<file path="src/rtl/alu_issue_queue.sv">
// alu_issue_queue
//   Reservation station in front of the single-cycle arithmetic unit. It holds
//   dispatched ALU-class instructions until both source operands are known. It
//   snoops the common data bus (CDB) to wake waiting operands, and issues the
//   oldest ready instruction, one per cycle.
//
// Ports
//   clk_i, reset_i          clock and synchronous active-high reset
//   flush_i                 drop every entry (mispredict recovery)
//   dispatch_*              dispatch handshake plus instruction and operand payload
//   cdb_valid_i/tag/value   result broadcast used for operand wakeup
//   issue_ready_i           downstream can take an issue this cycle
//   alu_request_o, issue_*  issued instruction with resolved operands and rd tag
module alu_issue_queue #(
  parameter int DEPTH = 4,
  parameter int TAG_W = 6
) (
  input  logic             clk_i,
  input  logic             reset_i,
  input  logic             flush_i,
  input  logic             dispatch_valid_i,
  output logic             dispatch_ready_o,
  input  logic [31:0]      dispatch_pc_i,
  input  logic [31:0]      dispatch_inst_i,
  input  logic [TAG_W-1:0] dispatch_rd_tag_i,
  input  logic             dispatch_rs1_ready_i,
  input  logic [TAG_W-1:0] dispatch_rs1_tag_i,
  input  logic [31:0]      dispatch_rs1_value_i,
  input  logic             dispatch_rs2_ready_i,
  input  logic [TAG_W-1:0] dispatch_rs2_tag_i,
  input  logic [31:0]      dispatch_rs2_value_i,
  input  logic             cdb_valid_i,
  input  logic [TAG_W-1:0] cdb_tag_i,
  input  logic [31:0]      cdb_value_i,
  input  logic             issue_ready_i,
  output logic             alu_request_o,
  output logic [31:0]      issue_pc_o,
  output logic [31:0]      issue_inst_o,
  output logic [31:0]      issue_rs1_value_o,
  output logic [31:0]      issue_rs2_value_o,
  output logic [TAG_W-1:0] issue_rd_tag_o
);

  localparam int IDX_W = (DEPTH > 1) ? $clog2(DEPTH) : 1;
  localparam int CNT_W = $clog2(DEPTH + 1);

  typedef struct packed {
    logic             valid;
    logic [31:0]      pc;
    logic [31:0]      inst;
    logic [TAG_W-1:0] rd_tag;
    logic             rs1_ready;
    logic [TAG_W-1:0] rs1_tag;
    logic [31:0]      rs1_value;
    logic             rs2_ready;
    logic [TAG_W-1:0] rs2_tag;
    logic [31:0]      rs2_value;
  } entry_t;

  // Compacting storage: slot 0 is always the oldest entry and valid slots are
  // contiguous from 0 up to count_q-1.
  entry_t           entries_q [DEPTH];
  entry_t           entries_d [DEPTH];
  logic [CNT_W-1:0] count_q;
  logic [CNT_W-1:0] count_d;

  logic             cand_found;
  logic [IDX_W-1:0] sel_idx;
  logic             dispatch_accept;
  entry_t           new_entry;

  // Oldest-first select, using only registered state, so no dispatch or CDB
  // input can reach the issue outputs combinationally.
  always_comb begin
    cand_found = 1'b0;
    sel_idx    = '0;
    for (int i = 0; i < DEPTH; i++) begin
      if (!cand_found && entries_q[i].valid &&
          entries_q[i].rs1_ready && entries_q[i].rs2_ready) begin
        cand_found = 1'b1;
        sel_idx    = IDX_W'(i);
      end
    end
  end

  // Reset is gated in here so that a reset arriving mid-stream never lets an
  // entry issue in the same cycle that it is being dropped.
  assign alu_request_o     = cand_found & issue_ready_i & ~flush_i & ~reset_i;
  assign issue_pc_o        = cand_found ? entries_q[sel_idx].pc        : '0;
  assign issue_inst_o      = cand_found ? entries_q[sel_idx].inst      : '0;
  assign issue_rs1_value_o = cand_found ? entries_q[sel_idx].rs1_value : '0;
  assign issue_rs2_value_o = cand_found ? entries_q[sel_idx].rs2_value : '0;
  assign issue_rd_tag_o    = cand_found ? entries_q[sel_idx].rd_tag    : '0;

  // Readiness looks only at occupancy. A slot freed by a same-cycle issue
  // is not reused, which is why one bubble appears after the queue is full.
  assign dispatch_ready_o = (count_q < CNT_W'(DEPTH)) & ~flush_i;
  assign dispatch_accept  = dispatch_valid_i & dispatch_ready_o;

  // Build the incoming entry. A waiting source whose producer broadcasts in
  // this same cycle is captured now, otherwise it would miss the broadcast.
  always_comb begin
    new_entry           = '0;
    new_entry.valid     = 1'b1;
    new_entry.pc        = dispatch_pc_i;
    new_entry.inst      = dispatch_inst_i;
    new_entry.rd_tag    = dispatch_rd_tag_i;
    new_entry.rs1_ready = dispatch_rs1_ready_i;
    new_entry.rs1_tag   = dispatch_rs1_tag_i;
    new_entry.rs1_value = dispatch_rs1_value_i;
    new_entry.rs2_ready = dispatch_rs2_ready_i;
    new_entry.rs2_tag   = dispatch_rs2_tag_i;
    new_entry.rs2_value = dispatch_rs2_value_i;
    if (!dispatch_rs1_ready_i && cdb_valid_i && (dispatch_rs1_tag_i == cdb_tag_i)) begin
      new_entry.rs1_ready = 1'b1;
      new_entry.rs1_value = cdb_value_i;
    end
    if (!dispatch_rs2_ready_i && cdb_valid_i && (dispatch_rs2_tag_i == cdb_tag_i)) begin
      new_entry.rs2_ready = 1'b1;
      new_entry.rs2_value = cdb_value_i;
    end
  end

  // Next-state is built in three steps: remove the issued entry, wake operands
  // on the shifted image, then append the dispatch. Doing the wakeup after the
  // shift lets an entry both move down and capture the CDB value in one edge.
  always_comb begin
    for (int i = 0; i < DEPTH; i++) begin
      entries_d[i] = entries_q[i];
    end
    count_d = count_q;

    if (alu_request_o) begin
      for (int i = 0; i < DEPTH - 1; i++) begin
        if (IDX_W'(i) >= sel_idx) begin
          entries_d[i] = entries_q[i + 1];
        end
      end
      entries_d[DEPTH - 1] = '0;
      count_d = count_q - CNT_W'(1);
    end

    if (cdb_valid_i) begin
      for (int i = 0; i < DEPTH; i++) begin
        if (entries_d[i].valid && !entries_d[i].rs1_ready &&
            (entries_d[i].rs1_tag == cdb_tag_i)) begin
          entries_d[i].rs1_ready = 1'b1;
          entries_d[i].rs1_value = cdb_value_i;
        end
        if (entries_d[i].valid && !entries_d[i].rs2_ready &&
            (entries_d[i].rs2_tag == cdb_tag_i)) begin
          entries_d[i].rs2_ready = 1'b1;
          entries_d[i].rs2_value = cdb_value_i;
        end
      end
    end

    // count_d < DEPTH is guaranteed here because acceptance requires
    // count_q < DEPTH and the issue step can only lower it.
    if (dispatch_accept) begin
      entries_d[count_d[IDX_W-1:0]] = new_entry;
      count_d = count_d + CNT_W'(1);
    end

    if (flush_i) begin
      for (int i = 0; i < DEPTH; i++) begin
        entries_d[i] = '0;
      end
      count_d = '0;
    end
  end

  // State register; reset overrides flush, dispatch and wakeup.
  always_ff @(posedge clk_i) begin
    if (reset_i) begin
      for (int i = 0; i < DEPTH; i++) begin
        entries_q[i] <= '0;
      end
      count_q <= '0;
    end else begin
      entries_q <= entries_d;
      count_q   <= count_d;
    end
  end

endmodule

</file>
<file path="config.mk">
export PLATFORM = sky130hd
export DESIGN_NAME = alu_issue_queue
export DESIGN_NICKNAME = d
export VERILOG_FILES = /design/src/rtl/alu_issue_queue.sv
export SDC_FILE = /design/constraint.sdc
export NUM_CORES = 2
export LEC_CHECK = 0
export CAP_MARGIN = 10
export CORE_MARGIN = 10
export CORE_UTILIZATION = 43
export CTS_BUF_LIST = sky130_fd_sc_hd__clkbuf_8
export DETAILED_ROUTE_END_ITERATION = 10
export GPL_ROUTABILITY_DRIVEN = 0
export SYNTH_ARGS = -nofsm -noshare
export SYNTH_HDL_FRONTEND = slang
export SYNTH_SLANG_ARGS = --single-unit
</file>
<file path="constraint.sdc">
create_clock -name clk_i -period 7.3 [get_ports clk_i]
set_clock_uncertainty 0.05 [all_clocks]
set_input_delay 1.095 -clock clk_i [delete_from_list [all_inputs] [get_ports clk_i]]
set_output_delay 1.095 -clock clk_i [all_outputs]
set_load 0.02 [all_outputs]
</file>
==> metrics <==
status=completed; most common cell after layout, fill and taps aside=nand2_1; Yosys top cell by area=dfxtp_1; Power Dens Cells=177 nW/µm²; Worst setup EP type=output port; Fin. Hold Viols=0; Avg Cell Area, Syn=7.46 µm²; Slew Limit Fails=0; Buffers on Ports=327; clk sinks=599; area share of the largest cell type after synthesis=33.9%; Sw Ratio=27.4%; placed cell count=5,669; Final ANT Viol Nets=0; worst-skew pair later-pin latency=approximately 0.75 ns; filler instances=7,996; Max-Cap Viols=0; Worst Path Max Fanout=36; synth warn=0; slack of the critical path=between 1 and 1.5 ns; initial core utilization=43.3%; CTS tree=built; final worst path period share=83.2%; Initial DRT Pass Iterations=8; Netlist Area Pre-Place=35,400 µm²; synth-to-layout area growth=15.9%; die width=307 µm; Final Instance Area=around 41,000 µm²; Routed WL=150 mm; pre-CTS setup slack=approximately 1.9 ns; Synth area leaders=dfxtp_1 (34%), nand2_1 (12%), mux2i_1 (6.7%); CP startpoint=entries_q[375]; crit path DAT=4.93 ns; GRT overflow=0; RSZ-0062 raised after global routing=false; combinational power share=8.3%; Num CTS Buffers=111; I/O pin total=328; first-pass GRT wire length=225 mm; CP Class=register to output port; drt wl/cell=25.6 µm; sw power=0.00199 W; share of post-route cells with drive strength above 1=10.4%; Power Internal=0.00528 W; die area=94,200 µm²; Worst Hold Launch=entries_q[263]; clock power share=45.9%; Post-CTS Setup Inserts=0; H-Tree Depth=3; fin nets=4,909; Primary FF master, synth=dfxtp_1; DIE HEIGHT=307 µm; vias in the first global route=35,368; fin cells=5,878; Clock transition at path regs=0.06 ns; Critical Path RT=6.15 ns; Post-synth EDFFs=0; Async S/R FF share, synth=0%; HPWL after DPL=85.1 mm; Yosys reg bits=599; Max Root-Sink Buffers=3; post-route setup TNS=0 ns; core area=81,800 µm²; Peak supply drop=0.142 mV; Total Routing Usage GR=30.2%; CTS Root Cell=clkbuf_8; drt drc=0; Setup Viol. Count Final=0; vias per cell=6.40; Synth Instances=4,744; Rows=between 100 and 150; largest net degree at the start of global routing=between 200 and 250; Cell variety after synth=61; highest clock rate=approximately 160 MHz; post-synthesis net count=around 4,900; Vias=37,614; initial antenna violation count=17; initial DRC count=4,215; Tmin final=6.07 ns; Seq/Total Area, Yosys=33.9%; most frequent cells in the layout=nand2_1 (1,078), dfxtp_1 (599), nor2_1 (357), clkdlybuf4s50_1 (327), o21ai_0 (308); placed cell areas=38,800 µm²; number of hold buffers added after cts=0; actual slew at the worst max-slew pin=between 1 and 1.5 ns; Sequential Power Share=45.8%; Hold Path Class=register to register; LEAKAGE=13.0 nW; Critical Path Start Type=register; CTS resizes=0; worst flop-to-flop path startpoint=entries_q[524]; worst relative slew slack=between 10% and 20%
==> critical path, stage by stage (launching register included) <==
cell and delay [ns]:
dfxtp_1 0.38, nand3_1 0.48, nand2_1 0.24, o31ai_4 0.34, buf_4 0.62, buf_4 0.76, mux2i_1 0.16, o21ai_0 0.24
o221a_2 0.31, clkdlybuf4s50_1 0.63
==> power by group through the flow <==
stage / Sequential (W) / Combinational, W / Clock, W
5_1_grt: 0.00333 / 0.000635 / 0.00352
4_1_cts: 0.00332 / 0.000584 / 0.00337
3_5_place_dp: 0.00340 / 0.000581 / 0
2_1_floorplan: 0.00339 / 0.000301 / 0
3_3_place_gp: 0.00340 / 0.000580 / 0
6_report: 0.00333 / 0.000602 / 0.00334
==> Yosys cell counts, drive strengths merged, types with 33 or more instances <==
| cell type | instances |
|---|---|
| nand2 | 1087 |
| dfxtp | 599 |
| clkbuf | 466 |
| nor2 | 361 |
| o21ai | 316 |
| nand3 | 260 |
| a311oi | 242 |
| mux2i | 238 |
| a21oi | 234 |
| o221a | 136 |
| o211ai | 128 |
| mux2 | 96 |
| buf | 78 |
| a31oi | 74 |
| and3 | 43 |
| a211oi | 41 |
| nand4 | 40 |
| nor4 | 36 |
| o31ai | 34 |
| a211o | 33 |
| nand3b | 33 |
==> per-stage QoR <==
stage,total power [W],utilization [%],hold slack [ns]
after global routing,0.00748,50.1,0.446
after CTS,0.00728,50.1,0.418
after detailed placement,0.00398,47.4,0.421
after global placement,0.00398,47.4,0.419
after floorplan,0.00369,-,0.409
final,0.00726,50.1,0.426
==> cells by family after synthesis <==
group | after synthesis | synth area share (%)
and+or+nand+nor | 1908 | 22.8
muxes | 334 | 9.78
DFF | 599 | 33.9
xor gates and xnor gates | 55 | 1.36
AOI/OAI and AO/OA | 1288 | 25.8
buffers and inverters | 555 | 6.25
adders and majority gates | 5 | 0.177
==> registers in the layout, summed over array words and instances (netlist names) <==
| signal | flops |
|---|---|
| entries_q | 596 |
| count_q | 3 |
==> cell type report <==
cell class	count	area [µm²]	area share, %
multi-input combinational	3590	21400	52.2
sequential	599	12000	29.2
timing repair buffer	399	3960	9.66
clock buffer	136	1870	4.56
tap	1070	1340	3.26
clock inverter	66	372	0.906
inverter	11	41.3	0.101
antenna	7	17.5	0.0427
==> final timing paths <==
path,slack [ns],end,depth (start not counted)
setup / recovery,1.23,issue_rs2_value_o[2],9
hold / removal,0.43,entries_q[412],2
setup reg to reg,2.47,entries_q[16],9
hold reg to reg,0.43,entries_q[412],2
==> per-layer routing <==
| metal | up-vias | part of all wire, % | track usage (%) |
|---|---|---|---|
| met4 | 20 | 3.6 | 12.1 |
| met1 | 18097 | 42 | 40.7 |
| met5 | - | 0.078 | 0.158 |
| met3 | 356 | 10 | 7.11 |
| met2 | 2001 | 43 | 45.9 |
| li1 | 17140 | - | - |
Note: power is estimated with default switching activity, not from simulation.
